### config.mk
export PLATFORM = sky130hd
export DESIGN_NAME = fpu_mac_sequencer_flat
export DESIGN_NICKNAME = d
export VERILOG_FILES = /design/src/rtl/fpu_mac_sequencer_if.sv /design/src/rtl/fpu_mac_sequencer.sv /design/src/flat_wrapper.sv
export SDC_FILE = /design/constraint.sdc
export NUM_CORES = 1
export LEC_CHECK = 0
export BUFFER_PORTS_ARGS = -buffer_cell sky130_fd_sc_hd__buf_4
export CAP_MARGIN = 25
export CORE_UTILIZATION = 39
export CTS_CLUSTER_DIAMETER = 120
export DETAILED_ROUTE_END_ITERATION = 10
export PLACE_DENSITY = 0.62
export SYNTH_ARGS = -nofsm -noshare
export SYNTH_HDL_FRONTEND = slang
export SYNTH_SLANG_ARGS = --single-unit
export TNS_END_PERCENT = 10
### constraint.sdc
create_clock -name clk -period 3.4 [get_ports clk]
set_input_delay 0.51 -clock clk [delete_from_list [all_inputs] [get_ports clk]]
set_output_delay 0.51 -clock clk [all_outputs]
set_load 0.1 [all_outputs]
### src/rtl/fpu_mac_sequencer_if.sv
// Handshake bundle between the MAC sequencer, its requester, the operand buffers
// and the shared FPU adder/multiplier pair.
interface fpu_mac_sequencer_if #(
  parameter int unsigned DATA_WIDTH = 32,
  parameter int unsigned ADDR_WIDTH = 8
);
  logic                  start;
  logic [ADDR_WIDTH:0]   vec_len;
  logic [DATA_WIDTH-1:0] bias;
  logic                  busy;
  logic                  done;
  logic                  error;
  logic [DATA_WIDTH-1:0] result;

  logic                  rd_en;
  logic [ADDR_WIDTH-1:0] rd_addr;
  logic [DATA_WIDTH-1:0] a_rdata;
  logic [DATA_WIDTH-1:0] b_rdata;

  logic [DATA_WIDTH-1:0] mult_a;
  logic [DATA_WIDTH-1:0] mult_b;
  logic                  mult_start;
  logic                  mult_done;
  logic [DATA_WIDTH-1:0] mult_out;

  logic [DATA_WIDTH-1:0] add_a;
  logic [DATA_WIDTH-1:0] add_b;
  logic                  add_start;
  logic                  add_done;
  logic [DATA_WIDTH-1:0] add_out;

  // Sequencer side.
  modport master (
    input  start, vec_len, bias, a_rdata, b_rdata,
           mult_done, mult_out, add_done, add_out,
    output busy, done, error, result, rd_en, rd_addr,
           mult_a, mult_b, mult_start, add_a, add_b, add_start
  );

  // Requester, buffer and FPU side.
  modport slave (
    output start, vec_len, bias, a_rdata, b_rdata,
           mult_done, mult_out, add_done, add_out,
    input  busy, done, error, result, rd_en, rd_addr,
           mult_a, mult_b, mult_start, add_a, add_b, add_start
  );
endinterface

### src/rtl/fpu_mac_sequencer.sv
// Dot-product-plus-bias sequencer: streams operand pairs from a sync-read buffer
// through the shared FPU multiplier and adder, one element at a time.
module fpu_mac_sequencer #(
  parameter int unsigned DATA_WIDTH = 32,
  parameter int unsigned ADDR_WIDTH = 8,
  parameter int unsigned TIMEOUT    = 255
) (
  input  logic                clk,
  input  logic                rstn,
  fpu_mac_sequencer_if.master bus
);
  localparam int unsigned TW = $clog2(TIMEOUT + 1);
  localparam logic [TW-1:0]       T_LAST  = TW'(TIMEOUT - 1);
  localparam logic [TW-1:0]       T_ONE   = TW'(1);
  localparam logic [ADDR_WIDTH:0] IDX_ONE = (ADDR_WIDTH + 1)'(1);

  typedef enum logic [2:0] {
    S_IDLE,
    S_READ,
    S_LATCH,
    S_MUL_GO,
    S_MUL_WAIT,
    S_ADD_GO,
    S_ADD_WAIT,
    S_FIN
  } state_t;

  state_t                state;
  logic [ADDR_WIDTH:0]   idx;
  logic [ADDR_WIDTH:0]   len;
  logic [DATA_WIDTH-1:0] acc;
  logic [TW-1:0]         timer;
  logic [ADDR_WIDTH:0]   idx_next;

  assign idx_next = idx + IDX_ONE;

  always_ff @(posedge clk or negedge rstn) begin
    if (!rstn) begin
      state          <= S_IDLE;
      idx            <= '0;
      len            <= '0;
      acc            <= '0;
      timer          <= '0;
      bus.busy       <= 1'b0;
      bus.done       <= 1'b0;
      bus.error      <= 1'b0;
      bus.result     <= '0;
      bus.rd_en      <= 1'b0;
      bus.rd_addr    <= '0;
      bus.mult_a     <= '0;
      bus.mult_b     <= '0;
      bus.mult_start <= 1'b0;
      bus.add_a      <= '0;
      bus.add_b      <= '0;
      bus.add_start  <= 1'b0;
    end else begin
      bus.rd_en      <= 1'b0;
      bus.mult_start <= 1'b0;
      bus.add_start  <= 1'b0;
      bus.done       <= 1'b0;
      bus.error      <= 1'b0;

      case (state)
        S_IDLE: begin
          if (bus.start) begin
            len      <= bus.vec_len;
            acc      <= bus.bias;
            idx      <= '0;
            bus.busy <= 1'b1;
            if (bus.vec_len == '0) begin
              state <= S_FIN;
            end else begin
              bus.rd_en   <= 1'b1;
              bus.rd_addr <= '0;
              state       <= S_READ;
            end
          end
        end

        S_READ: state <= S_LATCH;

        S_LATCH: begin
          bus.mult_a     <= bus.a_rdata;
          bus.mult_b     <= bus.b_rdata;
          bus.mult_start <= 1'b1;
          state          <= S_MUL_GO;
        end

        // add_b doubles as the product register; it stays stable until add_done.
        S_MUL_GO, S_MUL_WAIT: begin
          if (bus.mult_done) begin
            bus.add_a     <= acc;
            bus.add_b     <= bus.mult_out;
            bus.add_start <= 1'b1;
            state         <= S_ADD_GO;
          end else if (state == S_MUL_GO) begin
            timer <= '0;
            state <= S_MUL_WAIT;
          end else if (timer == T_LAST) begin
            bus.result <= acc;
            bus.done   <= 1'b1;
            bus.error  <= 1'b1;
            bus.busy   <= 1'b0;
            state      <= S_IDLE;
          end else begin
            timer <= timer + T_ONE;
          end
        end

        S_ADD_GO, S_ADD_WAIT: begin
          if (bus.add_done) begin
            acc <= bus.add_out;
            idx <= idx_next;
            if (idx_next == len) begin
              state <= S_FIN;
            end else begin
              bus.rd_en   <= 1'b1;
              bus.rd_addr <= idx_next[ADDR_WIDTH-1:0];
              state       <= S_READ;
            end
          end else if (state == S_ADD_GO) begin
            timer <= '0;
            state <= S_ADD_WAIT;
          end else if (timer == T_LAST) begin
            bus.result <= acc;
            bus.done   <= 1'b1;
            bus.error  <= 1'b1;
            bus.busy   <= 1'b0;
            state      <= S_IDLE;
          end else begin
            timer <= timer + T_ONE;
          end
        end

        S_FIN: begin
          bus.result <= acc;
          bus.done   <= 1'b1;
          bus.busy   <= 1'b0;
          state      <= S_IDLE;
        end

        default: state <= S_IDLE;
      endcase
    end
  end
endmodule

### src/flat_wrapper.sv
// flat-port wrapper written by rule: the top's interface ports become plain ports
module fpu_mac_sequencer_flat 
#(
  parameter int unsigned DATA_WIDTH = 32,
  parameter int unsigned ADDR_WIDTH = 8,
  parameter int unsigned TIMEOUT    = 255
)
  (clk, rstn, bus_start, bus_vec_len, bus_bias, bus_a_rdata, bus_b_rdata, bus_mult_done, bus_mult_out, bus_add_done, bus_add_out, bus_busy, bus_done, bus_error, bus_result, bus_rd_en, bus_rd_addr, bus_mult_a, bus_mult_b, bus_mult_start, bus_add_a, bus_add_b, bus_add_start);
  fpu_mac_sequencer_if #(.DATA_WIDTH(DATA_WIDTH), .ADDR_WIDTH(ADDR_WIDTH)) bus_i ();
  input  logic clk;
  input  logic rstn;
  input wire logic [$bits(bus_i.start)-1:0] bus_start;
  input wire logic [$bits(bus_i.vec_len)-1:0] bus_vec_len;
  input wire logic [$bits(bus_i.bias)-1:0] bus_bias;
  input wire logic [$bits(bus_i.a_rdata)-1:0] bus_a_rdata;
  input wire logic [$bits(bus_i.b_rdata)-1:0] bus_b_rdata;
  input wire logic [$bits(bus_i.mult_done)-1:0] bus_mult_done;
  input wire logic [$bits(bus_i.mult_out)-1:0] bus_mult_out;
  input wire logic [$bits(bus_i.add_done)-1:0] bus_add_done;
  input wire logic [$bits(bus_i.add_out)-1:0] bus_add_out;
  output wire logic [$bits(bus_i.busy)-1:0] bus_busy;
  output wire logic [$bits(bus_i.done)-1:0] bus_done;
  output wire logic [$bits(bus_i.error)-1:0] bus_error;
  output wire logic [$bits(bus_i.result)-1:0] bus_result;
  output wire logic [$bits(bus_i.rd_en)-1:0] bus_rd_en;
  output wire logic [$bits(bus_i.rd_addr)-1:0] bus_rd_addr;
  output wire logic [$bits(bus_i.mult_a)-1:0] bus_mult_a;
  output wire logic [$bits(bus_i.mult_b)-1:0] bus_mult_b;
  output wire logic [$bits(bus_i.mult_start)-1:0] bus_mult_start;
  output wire logic [$bits(bus_i.add_a)-1:0] bus_add_a;
  output wire logic [$bits(bus_i.add_b)-1:0] bus_add_b;
  output wire logic [$bits(bus_i.add_start)-1:0] bus_add_start;
  assign bus_i.start = bus_start;
  assign bus_i.vec_len = bus_vec_len;
  assign bus_i.bias = bus_bias;
  assign bus_i.a_rdata = bus_a_rdata;
  assign bus_i.b_rdata = bus_b_rdata;
  assign bus_i.mult_done = bus_mult_done;
  assign bus_i.mult_out = bus_mult_out;
  assign bus_i.add_done = bus_add_done;
  assign bus_i.add_out = bus_add_out;
  assign bus_busy = bus_i.busy;
  assign bus_done = bus_i.done;
  assign bus_error = bus_i.error;
  assign bus_result = bus_i.result;
  assign bus_rd_en = bus_i.rd_en;
  assign bus_rd_addr = bus_i.rd_addr;
  assign bus_mult_a = bus_i.mult_a;
  assign bus_mult_b = bus_i.mult_b;
  assign bus_mult_start = bus_i.mult_start;
  assign bus_add_a = bus_i.add_a;
  assign bus_add_b = bus_i.add_b;
  assign bus_add_start = bus_i.add_start;
  fpu_mac_sequencer #(.DATA_WIDTH(DATA_WIDTH), .ADDR_WIDTH(ADDR_WIDTH), .TIMEOUT(TIMEOUT)) u_core (.clk(clk), .rstn(rstn), .bus(bus_i));
endmodule
==> flow_summary.json, run 1 <==
{
  "gp_congestion": 0.804,
  "ys.flop_type": "dfrtp_1",
  "syn_nets": 977,
  "startpoint_type": "flip-flop",
  "crit_required_ns": 3.84,
  "core-area_um2": 24400,
  "crit_path_end_kind": "flip-flop",
  "seqCellArea_um2": 5880,
  "clock_skew_ns": 0.0112,
  "timing.rr.start": "u_core.idx[0]",
  "maxCapViolations": 0,
  "ys_seq_area_share_pct": 60.5,
  "post_synth_num_cell_types": 44,
  "cts-root-buf": "clkbuf_16",
  "synth_commonest_cells": "235 x dfrtp_1, 152 x nand2_1, 137 x mux2_2",
  "path_class": "flip-flop to flip-flop",
  "final_max_slew_viol_count": 0,
  "synth_edf_count": 0,
  "path_clk_slew_ns": 0.06,
  "fmax_mhz": 339,
  "worstMarginPinSlew_ns": 0.867,
  "synth_top_area_cell": "dfrtp_1",
  "cts_resized": 0,
  "crit_path_start": "u_core.idx[0]",
  "io_pins": 348,
  "status": "finished clean",
  "synth_most_common_cell": "dfrtp_1",
  "crit_fanout": 9,
  "dieArea_um2": 25600,
  "cts.sinks": 235,
  "htree_levels": 1,
  "fillers": 2163,
  "grt_pass1_wl_um": 40300,
  "rsz0062_at_grt": "no",
  "synth_top_cell_area_share_pct": 60.5,
  "syn_area_per_cell_um2": 12.1,
  "ys_seq_elements": 235,
  "drt-total-wl_um": 25400,
  "period_needed_ns": 2.95,
  "antenna_found_initial": 1,
  "setup_viol": 0,
  "track_usage_pct": 20.0,
  "hp-class": "input pin to asynchronous set/reset pin",
  "synth_area_um2": 9720,
  "slew_headroom_pct": 42.2,
  "cts_tree": "done",
  "syn_inst": 800,
  "fin_setup_tns_ns": 0,
  "cts_made_buffers": 26,
  "cts_buffer_depth": 3,
  "drt-initial-drc-count": 419,
  "avgViaCountPerCell": 4.81,
  "grt_max_degree": 107,
  "period_share_pct": 86.8,
  "drc_errors": 0,
  "std_cell_rows": 57,
  "synthArstFlopShare_pct": 100,
  "start_util_pct": 39.8,
  "ant_nets": 0,
  "finish.net_count": 1322,
  "drive_gt1_share_pct": 46.5,
  "post_cts_buffers": 0,
  "ys_warn_count": 0,
  "die_w_um": 160,
  "grt_overflow_total": 0,
  "synth.area.top_cells": "dfrtp_1 61%, mux2_2 16%, nand2_1 5.9%",
  "first_global_vias": 7057,
  "multi_input_area_um2": 3610,
  "area_growth_pct": 39.3,
  "cts_hold_buffers": 0,
  "hpwlAfterDp_um": 18400,
  "worstSkewPairLatency_ns": 0.51,
  "die_h_um": 160,
  "finalHoldViolations": 0,
  "wl_per_cell_um": 17.1,
  "worstPathArrival_ns": 3.39,
  "numPortBuffers": 347,
  "vias": 7141,
  "detailedRoute.firstPassIterationCount": 4
}
-- per-stage QoR --
stage | area [um2] | util, % | std cells | hold slack [ns] | setup slack (ns)
6_report | 13500 | 55.5 | 1486 | 0.00284 | 0.448
5_1_grt | 13500 | 55.5 | 1486 | 0.0699 | 0.304
4_1_cts | 13500 | 55.5 | 1485 | 0.0716 | 0.438
3_5_place_dp | 12700 | 52.1 | 1441 | 0.463 | 0.449
3_3_place_gp | 12700 | 52.1 | 1441 | 0.461 | 0.490
2_1_floorplan | 9720 | - | 800 | 0.214 | 0.847
-- path summary, 6_finish.rpt --
path,end,slack (ns),cells after the start
setup / recovery,u_core.bus.rd_addr[4],0.45,7
hold / removal,u_core.bus.add_a[9],0.003,1
setup reg to reg,u_core.bus.rd_addr[4],0.45,7
hold reg to reg,u_core.bus.result[11],0.47,2
max in group asynchronous,u_core.bus.add_b[19],2.51,2
min in group clk,u_core.bus.mult_b[16],0.22,2
-- critical path, cell delays in order (launching register included) --
cell      delay [ns]
dfrtp_1         0.44
ha_1            0.31
xnor3_1         0.39
nand3_1         0.07
or4_1           0.53
a2111o_1        0.40
o21ai_2         0.48
mux2i_1         0.25
-- layout by cell type, fill, tap and decap left out, types with 2 or more instances in the layout --
master and instances:
nor2_1 26, o31ai_1 3, dfrtp_1 235, xnor2_1 11
clkbuf_8 3, inv_1 11, nor3_1 5, mux2i_1 40
nand4_1 2, clkbuf_16 27, o22ai_1 4, o21ai_0 63
mux2_2 137, buf_4 358, nand3_1 11, buf_12 3
xor2_1 6, clkinv_2 2, ha_1 3, a31oi_1 4
bufinv_16 2, a21oi_1 7, clkbuf_1 10, nand2_1 151
and3_1 7, nor3b_1 3, nor4_1 3
-- cell families (layout without fill, tap and decap cells) --
logic type | count (synthesis) | count (layout) | synth area share (%)
and+or+nand+nor | 215 | 215 | 9.12
AOI/OAI and AO/OA | 94 | 94 | 5.47
adders and majority gates | 3 | 3 | 0.386
xor gates and xnor gates | 19 | 19 | 2.05
muxes | 177 | 177 | 20.0
buffers and inverters | 57 | 418 | 2.47
DFF | 235 | 235 | 60.5
other | 0 | 1 | 0
-- metal layers --
layer	up-vias	track usage, %	routed length, um
li1	3434	-	-
met1	3466	25.7	10700
met2	215	35.1	12900
met3	26	3.56	1380
met4	0	4.42	354
met5	-	0	0
-- flip-flops by register name (all words and copies together) (netlist names) --
name	flops
u_core.bus.add_start	1
u_core.bus.mult_b	32
u_core.state	3
u_core.idx	9
u_core.len	9
u_core.bus.mult_a	32
u_core.bus.add_a	32
u_core.bus.error	1
u_core.acc	32
u_core.timer	8
u_core.bus.rd_addr	8
u_core.bus.mult_start	1
u_core.bus.add_b	32
u_core.bus.busy	1
u_core.bus.result	32
u_core.bus.done	1
u_core.bus.rd_en	1
-- layout make-up --
cell class	count	area share, %
Sequential cell	235	43.5
Multi-Input combinational cell	508	26.7
Timing Repair Buffer	362	20.4
Clock buffer	40	5.57
Tap cell	324	3.00
Clock inverter	4	0.518
Inverter	12	0.333
Antenna cell	1	0.0185
Power of run 1 is not shown: default switching activity piles up to over one toggle a cycle in this logic, so the estimate is an artifact.
==> run 2: changes to the inputs <==
Settings changed: REMOVE_ABC_BUFFERS from default to 1.
==> flow_summary.json, run 2 (synthesized netlist as in run 1, its figures left out) <==
{
  "maxCapViolations": 0,
  "track_usage_pct": 19.6,
  "vias": 7132,
  "numPortBuffers": 347,
  "fin_setup_tns_ns": 0,
  "grt_pass1_wl_um": 39700,
  "finish.net_count": 1320,
  "grt.met2_usage_pct": 34.3,
  "grt.busiest_layer": "met2",
  "ant_nets": 0,
  "avgViaCountPerCell": 4.80,
  "start_util_pct": 39.8,
  "final_common_cell": "buf_4",
  "clock_skew_ns": 0.0106,
  "worstPathArrival_ns": 3.41,
  "cts-root-buf": "clkbuf_16",
  "io_pins": 348,
  "die_w_um": 160,
  "drt-total-wl_um": 25300,
  "rsz0062_at_grt": "no",
  "hp-class": "input pin to flip-flop",
  "htree_levels": 1,
  "worstSkewPairLatency_ns": 0.52,
  "slowest_stage": "or4_1",
  "first_global_vias": 7038,
  "status": "finished clean",
  "crit_path_end_kind": "flip-flop",
  "setup_viol": 0,
  "gp_congestion": 0.828,
  "crit_chain": "ha_1, xnor3_1, nand3_1, or4_1, a2111o_1, o21ai_2, mux2i_1",
  "hpwlAfterDp_um": 18100,
  "period_share_pct": 87.1,
  "cpPeakStageDelay_ns": 0.53,
  "cts_made_buffers": 26,
  "period_needed_ns": 2.96,
  "fillers": 2104,
  "grtUsageMet3_pct": 4.10,
  "area_growth_pct": 40.6,
  "layout_common_cells": "353 x buf_4, 235 x dfrtp_1, 151 x nand2_1",
  "path_class": "flip-flop to flip-flop",
  "drc_errors": 0,
  "antenna_cells": 0,
  "final_max_slew_viol_count": 0,
  "seqCellArea_um2": 5880,
  "wl_per_cell_um": 17.0,
  "die_h_um": 160,
  "startpoint_type": "flip-flop",
  "cts_buffer_depth": 3,
  "grtUsageMet1_pct": 24.8,
  "path_clk_slew_ns": 0.06,
  "cts_tree": "done",
  "fmax_mhz": 338,
  "dieArea_um2": 25600,
  "grt_overflow_total": 0,
  "drt-initial-drc-count": 279,
  "slew_headroom_pct": 53.8,
  "core-area_um2": 24400,
  "drive_gt1_share_pct": 47.2,
  "std_cell_rows": 57,
  "antenna_found_initial": 0,
  "worstMarginPinSlew_ns": 0.689,
  "grt_max_degree": 83,
  "crit_fanout": 9,
  "crit_required_ns": 3.84,
  "finalHoldViolations": 0,
  "cts.sinks": 235,
  "detailedRoute.firstPassIterationCount": 4,
  "multi_input_area_um2": 3610
}
-- run 2: area by class of cell --
type / count / share of cell area, %
tap: 324 / 2.97
inverter: 12 / 0.330
timing repair buffer: 360 / 20.3
clock inverter: 13 / 1.27
clock buffer: 35 / 5.61
multi-input combinational: 508 / 26.5
sequential: 235 / 43.1
-- run 2: path summary, 6_finish.rpt --
kind                                    endpoint  slack, ns                 start  depth (start not counted)
max in group asynchronous   u_core.bus.mult_a[7]       2.13                  rstn                          3
min in group asynchronous         u_core.acc[29]       0.48                  rstn                          2
hold / removal              u_core.bus.add_b[17]       0.22      bus_mult_out[17]                          2
setup / recovery           u_core.bus.rd_addr[1]       0.44         u_core.idx[0]                          7
setup reg to reg           u_core.bus.rd_addr[1]       0.44         u_core.idx[0]                          7
hold reg to reg             u_core.bus.result[9]       0.47  u_core.bus.result[9]                          2
-- run 2: per-stage QoR --
step / instance area, um2 / utilization [%] / setup slack [ns] / instances / hold slack (ns)
after floorplan: 9520 / - / -2.71 / 755 / 0.214
after global placement: 12700 / 52.1 / 0.493 / 1438 / 0.435
after detailed placement: 12700 / 52.1 / 0.429 / 1438 / 0.438
after CTS: 13700 / 56.0 / 0.416 / 1487 / 0.193
after global routing: 13700 / 56.0 / 0.246 / 1487 / 0.201
final: 13700 / 56.0 / 0.439 / 1487 / 0.220
-- run 2: repair_timing --
| item | in CTS | in global routing |
|---|---|---|
| setup endpoints to repair | 0 | 0 |
| buffers inserted | 0 | 0 |
| hold buffers | 1 | 0 |
| resized for setup | 0 | 0 |
| endpoints found under the hold margin | 43 | 0 |
-- run 2: worst max-delay path, delay by kind of cell, from the launching register on --
kind,cells,cell delay [ns]
xor gates and xnor gates,1,0.39
AOI/OAI and AO/OA,2,0.88
DFF,1,0.44
muxes,1,0.24
and+or+nand+nor,2,0.60
adders and majority gates,1,0.32
-- run 2: routing by layer --
| layer | share of wire (%) | vias to the layer above |
|---|---|---|
| met5 | 0 | - |
| met4 | 1.8 | 0 |
| met3 | 6.0 | 36 |
| met2 | 51 | 214 |
| met1 | 41 | 3449 |
| li1 | - | 3433 |
Power of run 2 is left out for the same reason.
==> run 3: changes to the inputs <==
Settings changed: ABC_AREA from default to 1, PLACE_DENSITY 0.62 to 0.75, SKIP_CTS_REPAIR_TIMING from default to 1.
==> flow_summary.json, run 3 <==
{
  "status": "complete, but fails checks",
  "violations": "hold timing",
  "synth_most_common_cell": "nand2_1",
  "first_global_vias": 8672,
  "r2r_cells": 9,
  "cts_buffer_depth": 3,
  "synth_area_um2": 9930,
  "synthArstFlopShare_pct": 100,
  "rsz0062_at_grt": "no",
  "clock_skew_ns": 0.0145,
  "synth_commonest_cells": "619 x nand2_1, 235 x dfrtp_1, 51 x nor2_1",
  "post_synth_num_cell_types": 31,
  "numPortBuffers": 347,
  "synthMuxAreaShare_pct": 0,
  "path_class": "flip-flop to flip-flop",
  "std_cell_rows": 58,
  "synth_edf_count": 0,
  "ant_nets": 0,
  "ys_warn_count": 0,
  "synth_top_cell_area_share_pct": 59.2,
  "start_util_pct": 39.6,
  "worstMarginPinSlew_ns": 0.760,
  "final_max_slew_viol_count": 0,
  "avgViaCountPerCell": 4.83,
  "cts.sinks": 235,
  "die_w_um": 162,
  "yosys.area_share.simple_pct": 29.8,
  "crit_fanout": 37,
  "crit_path_end_kind": "flip-flop",
  "dieArea_um2": 26100,
  "maxCapViolations": 0,
  "period_share_pct": 75.4,
  "drt-total-wl_um": 28300,
  "area_growth_pct": 37.1,
  "drc_errors": 0,
  "io_pins": 348,
  "grt_max_degree": 91,
  "period_needed_ns": 2.56,
  "worstSkewPairLatency_ns": 0.52,
  "crit_path_start": "u_core.state[2]",
  "grt_overflow_total": 0,
  "antenna_found_initial": 1,
  "gp_congestion": 0.874,
  "detailedRoute.firstPassIterationCount": 4,
  "cts_tree": "done",
  "startpoint_type": "flip-flop",
  "final_common_cell": "nand2_1",
  "hp-class": "input pin to asynchronous set/reset pin",
  "hpwlAfterDp_um": 20000,
  "yosys.area_share.adder_pct": 0.378,
  "path_clk_slew_ns": 0.06,
  "synth_top_family_by_area": "simple AND/OR/NAND/NOR gates",
  "synth.area.top_cells": "dfrtp_1 59%, nand2_1 23%, a31oi_1 2.1%",
  "timing.rr.start": "u_core.state[2]",
  "ys.flop_type": "dfrtp_1",
  "syn_area_per_cell_um2": 8.39,
  "synth_top_area_cell": "dfrtp_1",
  "crit_required_ns": 3.83,
  "wl_per_cell_um": 15.2,
  "synthXorXnorAreaFrac_pct": 0,
  "fin_setup_tns_ns": 0,
  "finalHoldViolations": 13,
  "worstPathArrival_ns": 3.00,
  "setup_viol": 0,
  "cts_made_buffers": 25,
  "slew_headroom_pct": 49.3,
  "synth-compound-area-share_pct": 5.93,
  "cts-root-buf": "clkbuf_16",
  "track_usage_pct": 21.2,
  "ys_seq_area_share_pct": 59.2,
  "hold_slack_ns": -0.0262,
  "syn_inst": 1184,
  "grt_pass1_wl_um": 44300,
  "drive_gt1_share_pct": 27.8,
  "htree_levels": 1,
  "drt-initial-drc-count": 653,
  "finish.net_count": 1692,
  "ys_seq_elements": 235,
  "layout_common_cells": "617 x nand2_1, 356 x buf_4, 235 x dfrtp_1",
  "vias": 8991,
  "fillers": 2348,
  "core-area_um2": 25100,
  "fmax_mhz": 390,
  "die_h_um": 162
}
[run 3: final timing paths]
kind / to / slack (ns)
max: u_core.acc[0] / 0.84
min: u_core.bus.add_a[2] / -0.03
max reg2reg: u_core.acc[0] / 0.84
min reg2reg: u_core.bus.busy / 0.47
max in group asynchronous: u_core.bus.busy / 2.38
min in group clk: u_core.bus.add_b[28] / 0.19
[run 3: worst max-delay path, cell delays in order, from the launching register on]
cell     delay [ns]
dfrtp_1        0.64
nand2_4        0.11
nor2_8         0.49
nand2_1        0.20
nand2_1        0.12
nand2_2        0.09
inv_2          0.18
buf_4          0.35
nor2_1         0.10
a31oi_1        0.17
[run 3: final cells by class]
| class | instances | area [um2] | share of cell area (%) |
|---|---|---|---|
| clock buffers | 36 | 707 | 5.19 |
| flip-flops and latches | 235 | 5880 | 43.2 |
| well taps | 330 | 413 | 3.03 |
| inverters | 54 | 203 | 1.49 |
| clock inverters | 7 | 93.8 | 0.689 |
| multi-input cells | 840 | 3590 | 26.4 |
| diodes | 1 | 2.50 | 0.0184 |
| repair buffers | 359 | 2730 | 20.0 |
[run 3: logic make-up after synthesis]
logic type                 count (synthesis)
AOI/OAI and AO/OA                        105
adders and majority gates                  3
buffers and inverters                    109
DFF                                      235
and+or+nand+nor                          732
[run 3: layer usage]
| metal | part of all wire [%] | track usage (%) |
|---|---|---|
| met1 | 41 | 26.2 |
| met2 | 50 | 36.8 |
| met3 | 5.9 | 3.57 |
| met4 | 3.8 | 8.70 |
| met5 | 0 | 0 |
[run 3: metrics by stage]
stage	hold WS [ns]	setup WS (ns)	std cells	util (%)	instance area, um2
CTS	0.0184	0.839	1861	54.2	13600
global placement	0.462	0.996	1818	51.0	12800
finish	-0.0262	0.835	1862	54.2	13600
floorplan	0.214	-0.0314	1129	-	9670
detailed placement	0.462	0.923	1818	51.0	12800
global route	0.0306	0.663	1862	54.2	13600
Power of run 3 is left out for the same reason.
